File: src/rtl/accum_alu.sv
// accum_alu: registered accumulator ALU with carry/zero flags and a shift-and-add multiply
module accum_alu #(
    parameter int WIDTH = 4
) (
    input  logic             clk,
    input  logic             rst,
    input  logic             in_valid,
    output logic             in_ready,
    input  logic [2:0]       op,
    input  logic             use_acc,
    input  logic [WIDTH-1:0] A,
    input  logic [WIDTH-1:0] B,
    output logic [WIDTH-1:0] acc_out,
    output logic             cout,
    output logic             zero,
    output logic             out_valid,
    output logic             busy
);
    localparam int CW = $clog2(WIDTH);
    typedef enum logic {IDLE, BUSY} state_t;
    state_t state, state_nxt;
    logic [CW-1:0]      count;
    logic [2*WIDTH-1:0] mcand, product, prod_nxt;
    logic [WIDTH-1:0]   mplier, aop;
    logic [WIDTH:0]     add_r, sub_r, res;
    logic               accept, mul_go, done;
    assign aop      = use_acc ? acc_out : A;
    assign in_ready = state == IDLE;
    assign busy     = state == BUSY;
    assign accept   = in_valid && in_ready;
    assign mul_go   = accept && op == 3'd7;
    assign done     = busy && count == CW'(WIDTH - 1);
    assign prod_nxt = product + (mplier[0] ? mcand : '0);
    // single-cycle result: carry-in for ADDC is the stored cout, SUB carry means no borrow
    always_comb begin
        add_r = {1'b0, aop} + {1'b0, B} + {{WIDTH{1'b0}}, op == 3'd5 && cout};
        sub_r = {1'b0, aop} + {1'b0, ~B} + {{WIDTH{1'b0}}, 1'b1};
        res   = op == 3'd1 || op == 3'd5 ? add_r :
                op == 3'd4 ? sub_r :
                op == 3'd2 ? {1'b0, aop & B} :
                op == 3'd3 ? {1'b0, ~aop} :
                op == 3'd6 ? {1'b0, aop ^ B} : {1'b0, aop};
    end
    // state register
    always_ff @(posedge clk or posedge rst) begin
        if (rst) state <= IDLE;
        else     state <= state_nxt;
    end
    // multiply sequencing: leave BUSY on the last shift-and-add step
    always_comb begin
        state_nxt = state;
        if (state == IDLE && mul_go) state_nxt = BUSY;
        if (done)                    state_nxt = IDLE;
    end
    // accumulator, flags, completion pulse and multiplier datapath
    always_ff @(posedge clk or posedge rst) begin
        if (rst) begin
            acc_out   <= '0;
            cout      <= 1'b0;
            zero      <= 1'b1;
            out_valid <= 1'b0;
            count     <= '0;
            mcand     <= '0;
            mplier    <= '0;
            product   <= '0;
        end else begin
            out_valid <= (accept && !mul_go) || done;
            if (accept && !mul_go) begin
                acc_out <= res[WIDTH-1:0];
                cout    <= res[WIDTH];
                zero    <= res[WIDTH-1:0] == '0;
            end else if (done) begin
                acc_out <= prod_nxt[WIDTH-1:0];
                cout    <= |prod_nxt[2*WIDTH-1:WIDTH];
                zero    <= prod_nxt[WIDTH-1:0] == '0;
            end
            if (mul_go) begin
                mcand   <= {{WIDTH{1'b0}}, aop};
                mplier  <= B;
                product <= '0;
                count   <= '0;
            end else if (busy) begin
                product <= prod_nxt;
                mcand   <= mcand << 1;
                mplier  <= mplier >> 1;
                count   <= count + CW'(1);
            end
        end
    end
endmodule
File: config.mk
export PLATFORM = sky130hd
export DESIGN_NAME = accum_alu
export DESIGN_NICKNAME = d
export VERILOG_FILES = /design/src/rtl/accum_alu.sv
export SDC_FILE = /design/constraint.sdc
export NUM_CORES = 1
export LEC_CHECK = 0
export BUFFER_PORTS_ARGS = -buffer_cell sky130_fd_sc_hd__buf_2
export CAP_MARGIN = 20
export CORE_MARGIN = 5
export CORE_UTILIZATION = 50
export DETAILED_ROUTE_END_ITERATION = 7
export PLACE_DENSITY = 0.7
export SYNTH_ARGS = -nofsm -noshare
export SYNTH_HDL_FRONTEND = slang
export SYNTH_SLANG_ARGS = --single-unit
File: constraint.sdc
create_clock -name clk -period 6.5 [get_ports clk]
set_input_delay 0.325 -clock clk [delete_from_list [all_inputs] [get_ports clk]]
set_output_delay 0.325 -clock clk [all_outputs]
set_load 0.02 [all_outputs]
==> results of run 1 <==
-- worst max-delay path: cells and delay by family (launching register included) --
| kind | cells | cell delay, ns |
|---|---|---|
| AOI/OAI and AO/OA | 3 | 0.57 |
| adders and majority gates | 1 | 0.35 |
| buffers and inverters | 1 | 0.14 |
| DFF | 1 | 0.41 |
| muxes | 1 | 0.57 |
| and+or+nand+nor | 2 | 0.54 |
-- registers in the layout (all words and copies together), names as in the netlist --
register	flops
cout	1
zero	1
product	8
mplier	4
out_valid	1
acc_out	4
busy	1
count	2
mcand	8
-- synthesized netlist by cell type (5+ instances only) --
| library cell | count |
|---|---|
| inv_1 | 14 |
| nand3_1 | 6 |
| o21ai_0 | 22 |
| ha_1 | 16 |
| mux2i_1 | 7 |
| nor2_1 | 13 |
| clkbuf_1 | 5 |
| nand2_1 | 33 |
| and2_1 | 7 |
| a211oi_1 | 6 |
| a21oi_1 | 13 |
| a221o_1 | 6 |
| dfrtp_1 | 29 |
| nor2b_1 | 10 |
-- per-stage QoR --
step	utilization	total power [mW]
after floorplan	-	0.676
after global placement	0.548	0.791
after detailed placement	0.548	0.803
after CTS	0.574	0.999
after global routing	0.574	1.07
final	0.574	0.995
-- worst max-delay path by stage --
stage | cells past startpoint | end
final | 8 | zero$_DFFE_PP1P_
after floorplan | 9 | zero$_DFFE_PP1P_
after detailed placement | 9 | zero$_DFFE_PP1P_
after CTS | 8 | zero$_DFFE_PP1P_
after global placement | 9 | zero$_DFFE_PP1P_
after global routing | 8 | zero$_DFFE_PP1P_
-- cell usage in the layout (no fill, tap or decap), drive strengths merged, types with 2 or more instances in the layout --
master	n
nand2b	2
nor3b	2
nor3	4
nor2b	10
a21oi	13
o311ai	3
buf	25
ha	16
fa	4
clkbuf	5
and2	7
o21a	3
a21o	2
mux2i	7
nand3	6
nor4	3
inv	14
dfrtp	29
clkinv	2
a21boi	3
or4	2
mux2	2
xnor2	3
a211o	2
a22o	3
and3b	2
a221o	6
o21ai	22
and3	3
nand2	33
nor2	13
o31ai	3
a211oi	6
clkinvlp	2
-- final cells by class --
class	instances	area share
Clock buffer	5	0.0273
Tap cell	52	0.0258
Sequential cell	30	0.299
Clock inverter	3	0.0179
Inverter	16	0.0239
Timing Repair Buffer	25	0.0517
Multi-Input combinational cell	200	0.555
-- cells by family (layout without fill, tap and decap cells) --
kind of cell / Yosys count / count (layout) / synth area share
AO/OA/AOI/OAI: 77 / 77 / 0.237
XOR/XNOR: 4 / 4 / 0.0155
adder cells (fa/ha/maj): 20 / 20 / 0.124
buffers and inverters: 27 / 49 / 0.0503
flip-flops: 30 / 30 / 0.332
multiplexers: 9 / 9 / 0.0409
AND/OR/NAND/NOR: 90 / 90 / 0.200
-- power groups by stage --
stage	Sequential [mW]	Combinational, mW	Clock (mW)
floorplan	0.341	0.335	0
global placement	0.324	0.468	0
detailed placement	0.326	0.477	0
CTS	0.322	0.480	0.197
global route	0.332	0.536	0.206
finish	0.322	0.477	0.196
-- metal layers --
| metal | global-route usage | part of all wire | up-vias |
|---|---|---|---|
| li1 | - | - | 977 |
| met1 | 0.252 | 0.47 | 955 |
| met2 | 0.280 | 0.46 | 56 |
| met3 | 0.0386 | 0.051 | 8 |
| met4 | 0.0515 | 0.015 | 0 |
| met5 | 0 | 0 | - |
==> impl_metrics.csv, run 1 <==
group,metric,value,unit
logic_synthesis,synth_seq_cells,30,
sta,fin_crit,2.64,ns
sta,timing.slew.headroom,0.390,
logic_synthesis,syn_inst,257,
place,dp.cells,323,
grt,grt_first_pass_wirelength,8890,um
logic_synthesis,yosys.area.top_type,"dfrtp_1",
worst_setup_path,worst_setup_path_end_kind,"flop",
logic_synthesis,yosys-top-cells-area,"dfrtp_1 32%, ha_1 8.8%, nand2_1 5.5%",
worst_setup_path,critPathKind,"flop to flop",
logic_synthesis,synthArstFlopShare,1.00,
route,first_iter_violations,143,
run,maxCapViolCount,0,
pwr,vdd_ir_drop_max,0.152,mV
grt,grt_antenna_before_repair,0,
sta,setup_viol,0,
pwr,switchingPower,423,uW
floorplanning,die_w,77.3,um
final_layout,fin_area,2520,um^2
route,postRouteAntennaNets,0,
grt,grt_max_degree,34,
floorplanning,core_area,4380,um^2
grt,grt_pass1_vias,1859,
final_layout,regArea,752,um^2
place,placed_area,2400,um^2
worst_setup_path,timing.rr.start,"acc_out[1]$_DFFE_PP0P_",
sta,rsz0062_at_grt,"no",
clocking,cts_root_buf,"clkbuf_8",
logic_synthesis,yosysSeqAreaShare,0.332,
sta,worst_pin_slew,0.912,ns
clocking,cts.sinks,30,
logic_synthesis,synth_top_area_share,0.321,
clocking,path_clk_slew,0.07,ns
min_path,hold_class,"input port to async pin",
clocking,htreeDepth,2,
final_layout,fillers,396,
route,finalWirelength,5280,um
place,dp_hpwl,3950,um
clocking,cts_buffer_depth,2,
worst_setup_path,reg2regPathDepth,8,
clocking,postCtsHoldBufs,0,
logic_synthesis,ys_warn_count,0,
grt,gr-total-overflow,0,
clocking,cts_tree,"done",
sta,finalCritPeriodShare,0.406,
logic_synthesis,syn_area,2260,um^2
floorplanning,die_area,5970,um^2
grt,grt_usage,0.181,
place,gp_congestion,0.893,
floorplanning,rows,24,
final_layout,multiInputGateArea,1400,um^2
clocking,ctsResizeCount,0,
worst_setup_path,critPathLaunchType,"flop",
pwr,swShare,0.425,
final_layout,synthToLayoutAreaGrowth,11.3,%
floorplanning,boundaryPins,24,
worst_setup_path,cp_slowest_cell,"mux2i_1",
status,status,"finished clean",
sta,fmax,379,MHz
sta,drv_slew,0,
place,io_buffers,23,
final_layout,finalNonFillerCells,331,
pwr,pwr-share-clk,0.197,
logic_synthesis,syn_avg_cell_area,8.80,um^2
pwr,p_leak,1.21,nW
worst_setup_path,critPathArrivalTime,2.86,ns
pwr,power_density,395,nW/um^2
logic_synthesis,yosys_most_used_dff,"dfrtp_1",
final_layout,fin_nets,313,
route,vias,1996,
floorplanning,initial_core_util,0.516,
worst_setup_path,required,6.72,ns
sta,skew,0.00380,ns
clocking,postCtsSetupBuffers,0,
pwr,comb_power_share,0.479,
clocking,cts_buffers,5,
pwr,seq_power_share,0.323,
clocking,clk_latency,0.29,ns
route,dr.pass1.iters,5,
floorplanning,fp.dieH,77.3,um
worst_setup_path,rr_endpoint,"zero$_DFFE_PP1P_",
place,pre_cts_ws,3.75,ns
sta,hold_viol_final,0,
route,drc,0,
pwr,p_int,573,uW
worst_setup_path,path_cells,"mux2i_1 -> inv_1 -> ha_1 -> nor3_1 -> or4_1 -> a21boi_0 -> a211oi_1 -> a32o_1",
route,wl_per_cell,16.0,um
route,viasPerCell,6.03,
logic_synthesis,syn-num-nets,292,
final_layout,n_antenna_cell,0,
worst_setup_path,ff2ff_setup_slack,3.86,ns
logic_synthesis,ys_types,53,
final_layout,drive_gt1_frac,0.143,
sta,holdWs,0.105,ns
worst_setup_path,crit_start,"acc_out[1]$_DFFE_PP0P_",
sta,tns,0,ns
sta,setup_ws,3.86,ns
logic_synthesis,synth_edf_count,0,
worst_setup_path,path_max_fanout,6,
worst_setup_path,max_stage_delay,0.57,ns
Note: power is estimated with default switching activity, not from simulation.
==> inputs of run 2 (changes only) <==
--- a/config.mk
+++ b/config.mk
@@ -5,12 +5,13 @@
 export SDC_FILE = /design/constraint.sdc
 export NUM_CORES = 1
 export LEC_CHECK = 0
+export ABC_AREA = 1
 export BUFFER_PORTS_ARGS = -buffer_cell sky130_fd_sc_hd__buf_2
 export CAP_MARGIN = 20
 export CORE_MARGIN = 5
 export CORE_UTILIZATION = 50
 export DETAILED_ROUTE_END_ITERATION = 7
-export PLACE_DENSITY = 0.7
+export PLACE_DENSITY = 0.69
 export SYNTH_ARGS = -nofsm -noshare
 export SYNTH_HDL_FRONTEND = slang
 export SYNTH_SLANG_ARGS = --single-unit
==> constraint.sdc (replaced) <==
create_clock -name clk -period 2.6 [get_ports clk]
set_input_delay 0.13 -clock clk [delete_from_list [all_inputs] [get_ports clk]]
set_output_delay 0.13 -clock clk [all_outputs]
set_load 0.02 [all_outputs]
==> run 2 against run 1 <==
Net effect: clock-buffer cell count rose by 3; largest power group unchanged; clock power increased by 97%; sequential power rose to 2.6 times the previous value; register-to-register slack lost 3.6 ns; critical endpoint is now cout$_DFFE_PP0P_; first-iteration DRC count is the same; critical path depth rose by 3; sequential share of layout area down 0.24 points.
==> impl_metrics.csv, run 2 <==
group,metric,value,unit
place,pre_cts_ws,0.269,ns
floorplanning,fp.dieH,77.7,um
grt,grt_pass1_vias,1905,
route,vias,2033,
sta,skew,0.00845,ns
route,wl_per_cell,13.7,um
clocking,clk_latency,0.28,ns
final_layout,fin_nets,368,
logic_synthesis,synth.most_common_cell,"nand2_1",
logic_synthesis,yosys.area.top_type,"dfrtp_1",
clocking,cts_tree,"done",
floorplanning,die_area,6030,um^2
sta,setup_ws,0.255,ns
sta,fin_crit,2.34,ns
worst_setup_path,reg2regPathDepth,11,
worst_setup_path,path_max_fanout,4,
worst_setup_path,rr_endpoint,"cout$_DFFE_PP0P_",
logic_synthesis,syn_inst,306,
clocking,postCtsSetupBuffers,0,
min_path,min_path_cells,3,
floorplanning,rows,24,
route,drc,0,
pwr,power_density,921,nW/um^2
grt,grt_usage,0.181,
min_path,hold_class,"input port to flop",
grt,gr-total-overflow,0,
grt,grt_max_degree,31,
worst_setup_path,worst_setup_path_end_kind,"flop",
sta,drv_slew,0,
clocking,postCtsHoldBufs,1,
final_layout,drive_gt1_frac,0.156,
clocking,cts_buffer_depth,2,
floorplanning,initial_core_util,0.522,
worst_setup_path,critPathArrivalTime,2.56,ns
route,first_iter_violations,143,
final_layout,final_cell_mix,"88 x nand2_1, 45 x inv_1, 29 x dfrtp_1",
sta,fmax,427,MHz
final_layout,final_common_cell,"nand2_1",
logic_synthesis,ys_warn_count,0,
final_layout,n_antenna_cell,0,
place,dp_hpwl,4070,um
clocking,cts_root_buf,"clkbuf_8",
sta,holdWs,0.181,ns
sta,timing.slew.headroom,0.617,
final_layout,synthToLayoutAreaGrowth,10.8,%
logic_synthesis,yosysSeqAreaShare,0.328,
sta,tns,0,ns
status,status,"finished clean",
floorplanning,core_area,4380,um^2
clocking,htreeDepth,2,
logic_synthesis,synth_seq_cells,30,
min_path,hold_path.startpoint,"B[3]",
logic_synthesis,yosys-top-cells-area,"dfrtp_1 32%, nand2_1 14%, ha_1 8.7%",
logic_synthesis,syn_area,2290,um^2
clocking,ctsResizeCount,0,
worst_setup_path,cp_slowest_cell,"fa_1",
worst_setup_path,max_stage_delay,0.45,ns
logic_synthesis,synthArstFlopShare,1.00,
final_layout,fin_util,0.579,
pwr,power.total,2.34,mW
final_layout,fillers,430,
place,placed_area,2440,um^2
floorplanning,boundaryPins,24,
worst_setup_path,ff2ff_setup_slack,0.26,ns
logic_synthesis,syn-num-nets,341,
logic_synthesis,ys_top_cells_by_count,"88 x nand2_1, 45 x inv_1, 29 x dfrtp_1",
worst_setup_path,crit_top_cell,"nand2_1",
place,io_buffers,23,
final_layout,finalNonFillerCells,386,
final_layout,reg.largest.list,"mcand: 8 flops, product: 8 flops",
pwr,p_leak,1.39,nW
clocking,cts_buffers,5,
route,postRouteAntennaNets,0,
run,maxCapViolCount,0,
logic_synthesis,syn_avg_cell_area,7.48,um^2
sta,worst_pin_slew,0.574,ns
logic_synthesis,yosys_most_used_dff,"dfrtp_1",
final_layout,fin_area,2540,um^2
clocking,path_clk_slew,0.06,ns
worst_setup_path,critPathKind,"flop to flop",
sta,setup_viol,0,
route,finalWirelength,5300,um
logic_synthesis,synth_edf_count,0,
place,gp_congestion,0.950,
worst_setup_path,required,2.82,ns
worst_setup_path,path_cells,"nand2_1 -> nand2_1 -> inv_1 -> fa_1 -> fa_1 -> or2_2 -> a21oi_1 -> o21ai_0 -> a31oi_1 -> nand2_1 -> nand2_1",
sta,hold_viol_final,0,
route,dr.pass1.iters,4,
pwr,vdd_ir_drop_max,0.426,mV
min_path,worstHoldEndpoint,"mplier[3]$_DFFE_PP0P_",
logic_synthesis,ys_types,36,
sta,rsz0062_at_grt,"no",
sta,finalCritPeriodShare,0.902,
grt,grt_first_pass_wirelength,8930,um
worst_setup_path,critPathLaunchType,"flop",
logic_synthesis,synth_top_area_share,0.317,
floorplanning,die_w,77.7,um
worst_setup_path,timing.rr.start,"acc_out[0]$_DFFE_PP0P_",
route,viasPerCell,5.27,
place,dp.cells,377,
grt,grt_antenna_before_repair,0,
clocking,cts.sinks,30,
==> run 2: changes by cell type after synthesis, sizes merged, moves of 5 or more <==
cell,change
nand4,+6
mux2i,-7
o22ai,+5
nand3,+17
nand2,+59
and2,-7
inv,+37
a211oi,-6
nor2b,-10
a221o,-6
==> run 2: layout make-up <==
| class | instances | area, um^2 | area share |
|---|---|---|---|
| flip-flops and latches | 30 | 752 | 0.296 |
| multi-input cells | 219 | 1300 | 0.511 |
| clock buffers | 8 | 90.1 | 0.0355 |
| inverters | 51 | 194 | 0.0764 |
| well taps | 52 | 65.1 | 0.0256 |
| repair buffers | 26 | 140 | 0.0552 |
==> run 2: cells by family after synthesis <==
kind of cell,after synthesis,synth area share
buffers and inverters,57,0.105
xor gates and xnor gates,6,0.0230
AOI/OAI and AO/OA,53,0.137
adders and majority gates,20,0.122
and+or+nand+nor,140,0.284
DFF,30,0.328
==> run 2: layer usage <==
| layer | vias up | global-route usage | routed length, um |
|---|---|---|---|
| met4 | 0 | 0.0464 | 72 |
| met2 | 46 | 0.275 | 2350 |
| li1 | 1047 | - | - |
| met3 | 9 | 0.0370 | 201 |
| met1 | 931 | 0.261 | 2670 |
| met5 | - | 0 | 0 |
==> run 2: critical path, delay by kind of cell (launching register included) <==
| family | cells | cell delay (ns) |
|---|---|---|
| compound gates | 3 | 0.37 |
| buf+inv | 1 | 0.10 |
| flops | 1 | 0.37 |
| fa+ha+maj | 2 | 0.84 |
| simple gates | 5 | 0.60 |
==> run 2: worst max path at each step <==
stage / depth (start not counted) / end / startpoint
global route: 11 / cout$_DFFE_PP0P_ / acc_out[0]$_DFFE_PP0P_
global placement: 13 / cout$_DFFE_PP0P_ / use_acc
finish: 11 / cout$_DFFE_PP0P_ / acc_out[0]$_DFFE_PP0P_
CTS: 11 / cout$_DFFE_PP0P_ / acc_out[0]$_DFFE_PP0P_
detailed placement: 13 / cout$_DFFE_PP0P_ / use_acc
floorplan: 11 / cout$_DFFE_PP0P_ / acc_out[0]$_DFFE_PP0P_
==> run 2: power by group <==
group	leakage, nW	internal [mW]	total [mW]	switching (mW)
registers	0.393	0.669	0.841	0.172
logic	0.953	0.398	1.11	0.712
clock network	0.0455	0.216	0.386	0.171
==> inputs of run 3 (changes only) <==
--- a/config.mk
+++ b/config.mk
@@ -12,6 +12,7 @@
 export CORE_UTILIZATION = 50
 export DETAILED_ROUTE_END_ITERATION = 7
 export PLACE_DENSITY = 0.69
+export REMOVE_ABC_BUFFERS = 1
 export SYNTH_ARGS = -nofsm -noshare
 export SYNTH_HDL_FRONTEND = slang
 export SYNTH_SLANG_ARGS = --single-unit
==> run 3 against run 2 <==
Net effect: worst setup slack worse by 0.011 ns; maximum frequency decreased by 0.48%; clock-buffer cell count is 3 lower; die area is the same; non-clock buffer count is 1 higher; critical path type unchanged; sequential share of layout area fell by 0.30 points; combinational power about the same; clock skew shrank 0.0024 ns.
==> impl_metrics.csv, run 3 (synthesis gave the netlist of run 2 again) <==
group,metric,value,unit
floorplanning,fp.dieH,77.7,um
clocking,clk_latency,0.28,ns
worst_setup_path,cp_top_family,"adder cells",
worst_setup_path,required,2.82,ns
pwr,vdd_ir_drop_max,0.444,mV
sta,skew,0.00609,ns
route,drc,0,
sta,hold_viol_final,0,
sta,setup_viol,0,
sta,fmax,424,MHz
floorplanning,die_area,6030,um^2
place,gp_congestion,0.948,
worst_setup_path,crit_buf_inv,1,
route,viasPerCell,5.25,
final_layout,fillers,414,
route,wl_per_cell,13.6,um
final_layout,final_cell_mix,"88 x nand2_1, 45 x inv_1, 29 x dfrtp_1",
route,finalWirelength,5270,um
min_path,hold_class,"input port to flop",
route,dr.pass1.iters,4,
pwr,power_density,943,nW/um^2
clocking,cts_buffer_depth,2,
sta,finalCritPeriodShare,0.906,
sta,worst_pin_slew,0.663,ns
floorplanning,boundaryPins,24,
final_layout,final_common_cell,"nand2_1",
sta,rsz0062_at_grt,"no",
final_layout,regArea,752,um^2
route,postRouteAntennaNets,0,
place,io_buffers,23,
grt,grt_pass1_vias,1984,
route,first_iter_violations,135,
final_layout,fin_nets,369,
worst_setup_path,critPathArrivalTime,2.57,ns
worst_setup_path,max_stage_delay,0.45,ns
pwr,p_leak,1.41,nW
place,dp_hpwl,4130,um
sta,fin_crit,2.36,ns
worst_setup_path,critPathKind,"flop to flop",
clocking,cts_root_buf,"clkbuf_8",
worst_setup_path,ff2ff_setup_slack,0.24,ns
worst_setup_path,cp_slowest_cell,"fa_1",
sta,drv_slew,0,
grt,grt_first_pass_wirelength,9370,um
grt,gr-total-overflow,0,
worst_setup_path,crit_top_cell,"nand2_1",
clocking,cts.sinks,30,
grt,grt_max_degree,31,
floorplanning,die_w,77.7,um
status,status,"finished clean",
floorplanning,initial_core_util,0.522,
clocking,postCtsSetupBuffers,0,
worst_setup_path,critPathLaunchType,"flop",
sta,tns,0,ns
final_layout,multiInputGateArea,1300,um^2
run,maxCapViolCount,0,
grt,grt_antenna_before_repair,0,
worst_setup_path,worst_setup_path_end_kind,"flop",
worst_setup_path,path_max_fanout,4,
clocking,path_clk_slew,0.06,ns
final_layout,synthToLayoutAreaGrowth,12.0,%
clocking,htreeDepth,2,
route,vias,2032,
floorplanning,rows,24,
clocking,cts_buffers,5,
sta,holdWs,0.181,ns
grt,grt_usage,0.190,
final_layout,reg.largest.list,"mcand: 8 flops, product: 8 flops",
worst_setup_path,path_cells,"nand2_1 -> nand2_1 -> inv_1 -> fa_1 -> fa_1 -> or2_2 -> a21oi_1 -> o21ai_0 -> a31oi_1 -> nand2_1 -> nand2_1",
final_layout,n_antenna_cell,0,
final_layout,drive_gt1_frac,0.164,
clocking,cts_tree,"done",
sta,timing.slew.headroom,0.558,
floorplanning,core_area,4380,um^2
## run 3: area by class of cell
| cell class | count | area share |
|---|---|---|
| Sequential cell | 30 | 0.293 |
| Tap cell | 52 | 0.0254 |
| Clock inverter | 3 | 0.0156 |
| Timing Repair Buffer | 27 | 0.0576 |
| Inverter | 51 | 0.0756 |
| Clock buffer | 5 | 0.0268 |
| Multi-Input combinational cell | 219 | 0.506 |
## run 3: power breakdown
part           internal, mW  total [mW]  leakage, nW  switching (mW)
Sequential            0.669       0.847        0.393           0.178
Combinational         0.403        1.11        0.957           0.710
Clock                 0.282       0.457       0.0579           0.176
Total                  1.35        2.42         1.41            1.06
## run 3: routing by layer
layer | global-route usage | up-vias | routed length, um
li1 | - | 1057 | -
met1 | 0.271 | 930 | 2640
met2 | 0.298 | 40 | 2420
met3 | 0.0313 | 5 | 166
met4 | 0.0515 | 0 | 38
met5 | 0 | - | 0
## run 3: worst register-to-register path, cell delays in order, from the launching register on
cell	delay, ns
dfrtp_1	0.36
nand2_1	0.06
nand2_1	0.13
inv_1	0.11
fa_1	0.45
fa_1	0.39
or2_2	0.29
a21oi_1	0.13
o21ai_0	0.09
a31oi_1	0.17
nand2_1	0.07
nand2_1	0.05
## run 3: timing repair
action	in CTS	in global routing
hold buffers	1	0
hold endpoints to repair	29	0
resized for setup	0	0
endpoints found under the setup margin	0	0
## run 3: worst paths after layout
path	depth (start not counted)	startpoint	end
setup reg to reg	11	acc_out[0]$_DFFE_PP0P_	cout$_DFFE_PP0P_
max in group asynchronous	4	rst	zero$_DFFE_PP1P_
hold / removal	3	B[3]	mplier[3]$_DFFE_PP0P_
min in group asynchronous	4	rst	count[0]$_DFFE_PP0P_
setup / recovery	11	acc_out[0]$_DFFE_PP0P_	cout$_DFFE_PP0P_
hold reg to reg	1	count[0]$_DFFE_PP0P_	count[0]$_DFFE_PP0P_
## run 3: metrics by stage
stage                     utilization  setup slack [ns]  total power [mW]  cell area (um^2)  std cells
after floorplan                     -             0.299              1.62              2240        300
after global placement          0.558             0.346              1.95              2440        378
after detailed placement        0.558             0.232              1.97              2440        378
after CTS                       0.585             0.248              2.44              2560        387
after global routing            0.585             0.113              2.65              2560        387
final                           0.585             0.244              2.42              2560        387
